--- src/rtl/instr_encoder.sv ---
// MIPS instruction encoder: packs symbolic commands into 32-bit words, buffers them
// in a small FIFO and streams them to instruction memory. Option: ENC_ILLEGAL_CHECK_EN.
module instr_encoder #(
    parameter int DEPTH  = 4,
    parameter int ADDR_W = 6
) (
    input  logic              clk,
    input  logic              reset,
    input  logic              clear,
    input  logic              in_valid,
    output logic              in_ready,
    input  logic [3:0]        in_op,
    input  logic [4:0]        in_rs,
    input  logic [4:0]        in_rt,
    input  logic [4:0]        in_rd,
    input  logic [15:0]       in_imm,
    input  logic [25:0]       in_target,
    output logic              wr_valid,
    input  logic              wr_ready,
    output logic [ADDR_W-1:0] wr_addr,
    output logic [31:0]       wr_data,
    output logic [ADDR_W:0]   count,
    output logic              wrapped,
    output logic              err_illegal
);

    localparam int PTR_W = (DEPTH > 1) ? $clog2(DEPTH) : 1;
    localparam logic [PTR_W:0]  OCC_FULL  = (PTR_W+1)'(DEPTH);
    localparam logic [ADDR_W:0] COUNT_MAX = {1'b1, {ADDR_W{1'b0}}};

    typedef enum logic [3:0] {
        OP_ADD  = 4'd0,  OP_SUB  = 4'd1,  OP_AND  = 4'd2,  OP_OR   = 4'd3,
        OP_SLT  = 4'd4,  OP_LW   = 4'd5,  OP_SW   = 4'd6,  OP_BEQ  = 4'd7,
        OP_BNE  = 4'd8,  OP_ADDI = 4'd9,  OP_ORI  = 4'd10, OP_ANDI = 4'd11,
        OP_SLTI = 4'd12, OP_J    = 4'd13
    } op_e;

    logic [31:0]      mem [DEPTH];
    logic [PTR_W-1:0] wr_ptr, rd_ptr;
    logic [PTR_W:0]   occ;
    logic [31:0]      enc;
    logic             fifo_full, fifo_empty;
    logic             accept, push, pop, load, complete;

    assign fifo_full  = (occ == OCC_FULL);
    assign fifo_empty = (occ == '0);
    assign in_ready   = !fifo_full;
    assign accept     = in_valid && in_ready;
    assign complete   = wr_valid && wr_ready;
    // The output register refills when idle or when its word leaves on this edge.
    assign load       = !wr_valid || wr_ready;
    assign pop        = load && !fifo_empty;

    always_comb begin
        enc = 32'h0000_0000;
        case (in_op)
            OP_ADD:  enc = {6'b000000, in_rs, in_rt, in_rd, 5'd0, 6'b100000};
            OP_SUB:  enc = {6'b000000, in_rs, in_rt, in_rd, 5'd0, 6'b100010};
            OP_AND:  enc = {6'b000000, in_rs, in_rt, in_rd, 5'd0, 6'b100100};
            OP_OR:   enc = {6'b000000, in_rs, in_rt, in_rd, 5'd0, 6'b100101};
            OP_SLT:  enc = {6'b000000, in_rs, in_rt, in_rd, 5'd0, 6'b101010};
            OP_LW:   enc = {6'b100011, in_rs, in_rt, in_imm};
            OP_SW:   enc = {6'b101011, in_rs, in_rt, in_imm};
            OP_BEQ:  enc = {6'b000100, in_rs, in_rt, in_imm};
            OP_BNE:  enc = {6'b000101, in_rs, in_rt, in_imm};
            OP_ADDI: enc = {6'b001000, in_rs, in_rt, in_imm};
            OP_ORI:  enc = {6'b001101, in_rs, in_rt, in_imm};
            OP_ANDI: enc = {6'b001100, in_rs, in_rt, in_imm};
            OP_SLTI: enc = {6'b001010, in_rs, in_rt, in_imm};
            OP_J:    enc = {6'b000010, in_target};
            default: enc = 32'h0000_0000;
        endcase
    end

`ifdef ENC_ILLEGAL_CHECK_EN
    logic legal;
    assign legal = (in_op <= 4'd13);
    assign push  = accept && legal;

    always_ff @(posedge clk or posedge reset) begin
        if (reset)
            err_illegal <= 1'b0;
        else if (clear)
            err_illegal <= 1'b0;
        else if (accept && !legal)
            err_illegal <= 1'b1;
    end
`else
    assign push        = accept;
    assign err_illegal = 1'b0;
`endif

    // NOTE: storage has no reset; the pointers alone define which entries are valid.
    always_ff @(posedge clk) begin
        if (push)
            mem[wr_ptr] <= enc;
    end

    always_ff @(posedge clk or posedge reset) begin
        if (reset) begin
            wr_ptr <= '0;
            rd_ptr <= '0;
            occ    <= '0;
        end else if (clear) begin
            wr_ptr <= '0;
            rd_ptr <= '0;
            occ    <= '0;
        end else begin
            if (push) wr_ptr <= wr_ptr + 1'b1;
            if (pop)  rd_ptr <= rd_ptr + 1'b1;
            case ({push, pop})
                2'b10:   occ <= occ + 1'b1;
                2'b01:   occ <= occ - 1'b1;
                default: occ <= occ;
            endcase
        end
    end

    always_ff @(posedge clk or posedge reset) begin
        if (reset) begin
            wr_valid <= 1'b0;
            wr_data  <= '0;
            wr_addr  <= '0;
            count    <= '0;
            wrapped  <= 1'b0;
        end else if (clear) begin
            wr_valid <= 1'b0;
            wr_data  <= '0;
            wr_addr  <= '0;
            count    <= '0;
            wrapped  <= 1'b0;
        end else begin
            if (complete) begin
                wr_addr <= wr_addr + 1'b1;
                if (count != COUNT_MAX)
                    count <= count + 1'b1;
                if (&wr_addr)
                    wrapped <= 1'b1;
            end
            if (load) begin
                wr_valid <= !fifo_empty;
                if (!fifo_empty)
                    wr_data <= mem[rd_ptr];
            end
        end
    end

endmodule

--- config.mk ---
export PLATFORM = sky130hd
export DESIGN_NAME = instr_encoder
export DESIGN_NICKNAME = d
export VERILOG_FILES = /design/src/rtl/instr_encoder.sv
export SDC_FILE = /design/constraint.sdc
export NUM_CORES = 1
export LEC_CHECK = 0
export CAP_MARGIN = 5
export CORE_MARGIN = 2
export CORE_UTILIZATION = 45
export DETAILED_ROUTE_END_ITERATION = 12
export HOLD_SLACK_MARGIN = 0.12
export PLACE_DENSITY = 0.74
export RECOVER_POWER = 100
export SETUP_SLACK_MARGIN = 0.4
export SLEW_MARGIN = 20
export SYNTH_ARGS = -nofsm -noshare
export SYNTH_HDL_FRONTEND = slang
export SYNTH_SLANG_ARGS = --single-unit
--- constraint.sdc ---
create_clock -name clk -period 2.4 [get_ports clk]
set_input_delay 0.36 -clock clk [delete_from_list [all_inputs] [get_ports clk]]
set_output_delay 0.36 -clock clk [all_outputs]
set_load 0.02 [all_outputs]
==> flow_summary.json, run 1 <==
{
  "critical_path_arrival_ns": 2.43,
  "globalRouteMet2Util_pct": 29.82,
  "via_count_of_the_first_global_routing_pass": 4711,
  "globalRouteTotalUtil_pct": 18.74,
  "global_route.overflow_total": 0,
  "detailedRoute.firstPassIterationCount": 4,
  "crit_type": "flop to flop",
  "design_power_total_w": 0.009854,
  "globalRouteMet3Util_pct": 3.716,
  "min-delay-path-class": "flop to flop",
  "die_height_um": 132.9,
  "root_buffer": "sky130_fd_sc_hd__clkbuf_16",
  "cell_area_after_synthesis_mm2": 0.007478,
  "fill_cells": 1235,
  "cts_tree": "done",
  "port-buffer-count": 112,
  "gp_routability_congestion": 0.8277,
  "vdd_ir_drop_max_v": 0.0006456,
  "r2r_end": "occ[2]",
  "global_route.usage.met1_pct": 25.57,
  "yosysUniqueCellTypes": 46,
  "timing.final.crit_share_pct": 88.48,
  "synth_area_per_cell_um2": 14.63,
  "placed_cells": 841,
  "multiInputGateArea_mm2": 0.002275,
  "die_width_um": 132.9,
  "wire_length_per_cell_um": 17.79,
  "timing.reg2reg.setup_slack_ns": 0.28,
  "total_of_endpoints_with_negative_setup_slack_in_the_final_report": 0,
  "crit_path_start_kind": "flop",
  "critical_path_required_ns": 2.70,
  "post_route_cells_drive_above_1_share_pct": 15.20,
  "synth-edff-count": 124,
  "worst_r2r_startpoint": "occ[0]",
  "vias_per_cell": 5.399,
  "worst-slew-pin-transition_ns": 1.373,
  "rsz_0062_raised_after_global_routing": "true",
  "setup_skew_after_layout_ns": 0.009617,
  "final_worst_path_period_need_ns": 2.124,
  "totalWireLength_um": 15620,
  "crit_start": "occ[0]",
  "utilization_pct": 58.64,
  "synthesis.instances": 511,
  "layout.nets": 719,
  "std_cell_rows": 47,
  "yosysSeqAreaShare_pct": 67.53,
  "timing.fmax_mhz": 470.9,
  "post-route-drc-count": 0,
  "yosys_most_used_dff": "sky130_fd_sc_hd__edfxtp_1",
  "drt.antenna.violating_nets": 0,
  "n_antenna_cell": 0,
  "antenna_violations_before_repair": 0,
  "post_dp_hpwl_um": 10560,
  "yosys.area.top_type_share_pct": 49.79,
  "dr.first_iter.drc_count": 283,
  "crit_path_end_kind": "flop",
  "wire_length_of_the_first_global_routing_pass_um": 25190,
  "maximum_capacitance_violations": 0,
  "finalMaxSlewViolations": 0,
  "number_of_clock_sinks": 177,
  "cts_htree_levels": 4,
  "finalHoldViolations": 0,
  "fin_tns_setup_ns": 0,
  "cts-buffers-inserted": 17,
  "post-synth-top-area-cell": "sky130_fd_sc_hd__edfxtp_1",
  "max-slew-margin-rel_pct": 8.447,
  "layout.cells.non_filler": 878,
  "vias_after_detailed_routing": 4740,
  "core_area_mm2": 0.01641,
  "clkSlewWorstSetupHoldPaths_ns": 0.06,
  "detailed_place.area_mm2": 0.009005,
  "design.die.area_mm2": 0.01767,
  "final_cell_area_mm2": 0.009622,
  "layout.area.seq_mm2": 0.005052,
  "synth_seq_cells": 177,
  "worst_skew_pair.late_latency_ns": 0.43,
  "critPathCapture": "occ[2]",
  "clk_path_buf_depth": 2,
  "grt_most_used_layer": "met2",
  "grt_max_degree": 54,
  "rr_worst_depth": 7,
  "floorplan.io_pins": 115,
  "pwr_density_cell_mw_per_mm2": 1024,
  "synthArstFlopShare_pct": 29.94,
  "leakagePower_nw": 3.645,
  "netlist_top_cells_area": "sky130_fd_sc_hd__edfxtp_1 50%, sky130_fd_sc_hd__dfrtp_1 18%, sky130_fd_sc_hd__mux4_2 9.3%",
  "yosysWarningCount": 0,
  "starting_density_pct": 45.58,
  "critical_path.max_fanout": 6,
  "outcome": "completed",
  "area_growth_pct": 28.66
}
synth_stat cells (all sizes together) (2+ instances only):
master and number:
a21o 2, a21oi 38, a22o 16, a31oi 3, a32oi 5, and2 6, and3 2, buf 12
clkbuf 20, dfrtp 53, edfxtp 124, ha 7, inv 7, mux2 3, mux2i 10, mux4 31
nand2 78, nand2b 6, nand3 3, nand3b 3, nand4 2, nor2 23, nor2b 9, nor3 2
nor4 2, o21ai 11, o22ai 5, or3 4, xnor2 9, xor2 6
worst max-delay path, cell delays in order, from the launching register on:
cell                       delay [ns]
sky130_fd_sc_hd__dfrtp_1         0.45
sky130_fd_sc_hd__or3_1           0.39
sky130_fd_sc_hd__nand2_4         0.08
sky130_fd_sc_hd__nor2_2          0.05
sky130_fd_sc_hd__fa_1            0.38
sky130_fd_sc_hd__nand3b_1        0.17
sky130_fd_sc_hd__o32a_1          0.18
sky130_fd_sc_hd__mux2_4          0.30
registers in the layout, summed over array words and instances, names as in the netlist:
name	flops
wr_valid	1
count	7
mem	124
wr_ptr	2
wr_data	31
occ	3
wr_addr	6
rd_ptr	2
wrapped	1
power breakdown:
group	internal (W)	switching (W)
sequential	0.00384	0.000271
clock	0.00177	0.00112
combinational	0.00130	0.00154
timing repair:
action                     in CTS  in global routing
setup endpoints to repair       2                  2
resized for setup               5                  1
hold buffers                    0                  0
pin swaps                       3                  1
buffers inserted                5                  0
through the flow:
step                hold WS (ns)  setup WS (ns)
detailed placement        0.4927        0.06341
global route              0.5513         0.1628
finish                    0.4953         0.2764
floorplan                 0.5383         0.2422
global placement          0.4884         0.1168
CTS                       0.2982         0.3468
cell families after synthesis:
kind of cell,Yosys count,synth area share (%)
and+or+nand+nor,142,8.616
other,1,0.05014
xor gates and xnor gates,15,1.757
AOI/OAI and AO/OA,85,7.211
muxes,44,11.18
DFF,177,67.53
adders and majority gates,8,1.439
buffers and inverters,39,2.225
per-layer routing:
layer | share of wire, % | vias to the layer above
li1 | - | 2188
met1 | 43 | 2352
met2 | 49 | 171
met3 | 5.8 | 29
met4 | 2.5 | 0
met5 | 0 | -
area by class of cell:
cell class / count / share of cell area [%]
tap: 220 / 2.861
multi-input combinational: 296 / 23.64
sequential: 177 / 52.51
inverter: 7 / 0.2731
timing repair buffer: 146 / 14.17
clock inverter: 13 / 1.938
clock buffer: 19 / 4.603
cells in the final DEF, fill, tap and decap left out, drive strengths merged, types with 4 or more instances in the layout:
| cell type | n |
|---|---|
| xor2 | 6 |
| and2 | 6 |
| clkdlybuf4s50 | 62 |
| o22ai | 5 |
| xnor2 | 9 |
| clkbuf | 30 |
| or3 | 4 |
| a22o | 16 |
| nor2b | 9 |
| o21ai | 11 |
| edfxtp | 124 |
| bufinv | 4 |
| clkinv | 5 |
| mux2i | 10 |
| dlygate4sd3 | 48 |
| ha | 7 |
| nand2b | 6 |
| nand2 | 78 |
| buf | 24 |
| dfrtp | 53 |
| mux4 | 31 |
| a32oi | 5 |
| inv | 7 |
| nor2 | 23 |
| clkinvlp | 4 |
| a21oi | 38 |
worst min path at each step:
stage                     slack [ns]          end         from  depth (start not counted)
final                           0.50      wrapped      wrapped                          2
after global routing            0.55  wr_data[21]  wr_data[21]                          2
after CTS                       0.30  wr_data[25]        reset                          3
after detailed placement        0.49      wrapped      wrapped                          2
after global placement          0.49      wrapped      wrapped                          2
after floorplan                 0.54    wr_ptr[1]    wr_ptr[1]                          2
No activity file was read; power rests on OpenSTA's default activity.
==> run 2: changes to the inputs <==
Settings changed: PLACE_DENSITY 0.74 to 0.72.
Clock period 2.4 ns to 2.5 ns, I/O delays scaled along.
==> flow_summary.json, run 2 (synthesized netlist as in run 1, its figures left out) <==
{
  "vdd_ir_drop_max_v": 0.0005336,
  "wire_length_of_the_first_global_routing_pass_um": 24560,
  "drt.antenna.violating_nets": 0,
  "final_common_cell": "sky130_fd_sc_hd__edfxtp_1",
  "final_worst_path_period_need_ns": 2.219,
  "area_growth_pct": 27.00,
  "leakagePower_nw": 3.602,
  "root_buffer": "sky130_fd_sc_hd__clkbuf_16",
  "worst_skew_pair.late_latency_ns": 0.42,
  "worst-slew-pin-transition_ns": 1.585,
  "wire_length_per_cell_um": 17.75,
  "violations": "capacitance limit, slew limit",
  "finalMaxSlewViolations": 34,
  "reg_top3": "mem (124), wr_data (31), count (7)",
  "share_seq_of_total_power_pct": 42.9,
  "min-delay-path-class": "flop to flop",
  "port-buffer-count": 112,
  "power_share_of_the_combinational_group_pct": 29.5,
  "utilization_pct": 57.89,
  "fin_tns_setup_ns": 0,
  "post-route-drc-count": 0,
  "design.die.area_mm2": 0.01767,
  "vias_per_cell": 5.336,
  "core_area_mm2": 0.01641,
  "die_height_um": 132.9,
  "setup_skew_after_layout_ns": 0.007716,
  "dr.first_iter.drc_count": 465,
  "vias_after_detailed_routing": 4653,
  "timing.critical_path.max_delay_family": "simple AND/OR/NAND/NOR gates",
  "critical_path.max_fanout": 24,
  "max-slew-margin-rel_pct": -5.636,
  "layout_common_cells": "124 x sky130_fd_sc_hd__edfxtp_1, 77 x sky130_fd_sc_hd__nand2_1, 61 x sky130_fd_sc_hd__clkdlybuf4s50_1",
  "n_antenna_cell": 0,
  "via_count_of_the_first_global_routing_pass": 4637,
  "crit_type": "flop to flop",
  "finalHoldViolations": 0,
  "pwr_density_cell_mw_per_mm2": 960.4,
  "cts_tree": "done",
  "post_route_cells_drive_above_1_share_pct": 14.42,
  "grt_max_degree": 34,
  "crit_path_end_kind": "flop",
  "rsz_0062_raised_after_global_routing": "true",
  "wl_met1_um": 6391,
  "starting_density_pct": 45.58,
  "crit_path_start_kind": "flop",
  "timing.final.crit_share_pct": 88.75,
  "globalRouteTotalUtil_pct": 18.54,
  "total_of_endpoints_with_negative_setup_slack_in_the_final_report": 0,
  "detailedRoute.firstPassIterationCount": 4,
  "flip_flop_count_of_the_largest_register_all_copies_and_words_added": 124,
  "critical_path_required_ns": 2.62,
  "timing.critical_path.buf_inv": 3,
  "cts_htree_levels": 4,
  "final_cell_area_mm2": 0.009498,
  "detailed_place.area_mm2": 0.008972,
  "worst_hold_path.num_cells": 2,
  "std_cell_rows": 47,
  "power.internal_w": 0.006331,
  "number_of_clock_sinks": 177,
  "crit_chain": "nor3b_1 > clkbuf_1 > nor2b_2 > buf_4 > and2_0 > buf_12",
  "critical_path_arrival_ns": 2.34,
  "met3WireLength_um": 1061,
  "maximum_capacitance_violations": 1,
  "max_flop_register": "mem",
  "clk_path_buf_depth": 2,
  "global_route.overflow_total": 0,
  "hold_slack_ns": 0.5168,
  "outcome": "finished, violations left",
  "power_frac_clock_pct": 27.6,
  "worstSetupPathDepth": 6,
  "layout.nets": 713,
  "gp_routability_congestion": 0.7672,
  "netSwitchingFraction_pct": 30.59,
  "rr_worst_depth": 6,
  "die_width_um": 132.9,
  "timing.fmax_mhz": 450.7,
  "post_dp_hpwl_um": 10330,
  "slowest_delay_ns": 0.56,
  "total_switching_power_w": 0.002791,
  "antenna_violations_before_repair": 0,
  "dr_wl_met2_um": 7747,
  "critical_path.slowest_cell": "sky130_fd_sc_hd__and2_0",
  "clkSlewWorstSetupHoldPaths_ns": 0.06,
  "cts-buffers-inserted": 17,
  "top_sig_layer": "met4",
  "floorplan.io_pins": 115,
  "totalWireLength_um": 15480
}
-- run 2: tightest hold or removal path, cell delays in order (launching register included) --
cell and delay (ns):
sky130_fd_sc_hd__dfrtp_1 0.37, sky130_fd_sc_hd__nand2_1 0.05, sky130_fd_sc_hd__a21oi_1 0.05
-- run 2: power groups by stage --
stage	sequential, W	combinational (W)	clock (W)
2_1_floorplan	0.00422	0.00150	0
3_3_place_gp	0.00395	0.00279	0
3_5_place_dp	0.00399	0.00283	0
4_1_cts	0.00393	0.00287	0.00256
5_1_grt	0.00397	0.00293	0.00268
6_report	0.00391	0.00269	0.00252
-- run 2: final cells by class --
cell class	count	area, µm²
multi-input combinational	296	2275
tap	220	275.3
sequential	177	5054
clock buffer	21	461.7
clock inverter	11	100.1
inverter	7	26.28
timing repair buffer	140	1306
fill	1251	6909
-- run 2: final timing paths --
check	start	endpoint	slack [ns]
setup / recovery	occ[2]	mem[2][27]	0.28
hold / removal	wr_data[10]	wr_data[10]	0.52
setup reg to reg	occ[2]	mem[2][27]	0.28
hold reg to reg	wr_data[10]	wr_data[10]	0.52
max in group asynchronous	reset	wr_data[17]	0.62
min in group asynchronous	reset	count[1]	0.65
-- run 2: per-stage QoR --
stage / total power (W) / setup WS [ns] / instances
after global routing: 0.009580 / 0.1616 / 872
after CTS: 0.009355 / 0.4112 / 871
after detailed placement: 0.006821 / 0.08757 / 835
after global placement: 0.006743 / 0.1337 / 835
final: 0.009122 / 0.2813 / 872
after floorplan: 0.005727 / 0.3422 / 512
-- run 2: timing repair --
item	CTS	global route
resized for setup	3	2
gates cloned	0	0
buffers inserted	4	1
hold buffers	0	0
pin swaps	3	0
endpoints found under the setup margin	2	1
-- run 2: routing by layer --
layer	GRT usage (%)	vias up
met3	3.257	20
met5	0	-
met2	30.92	169
li1	-	2166
met1	24.33	2298
met4	7.407	0
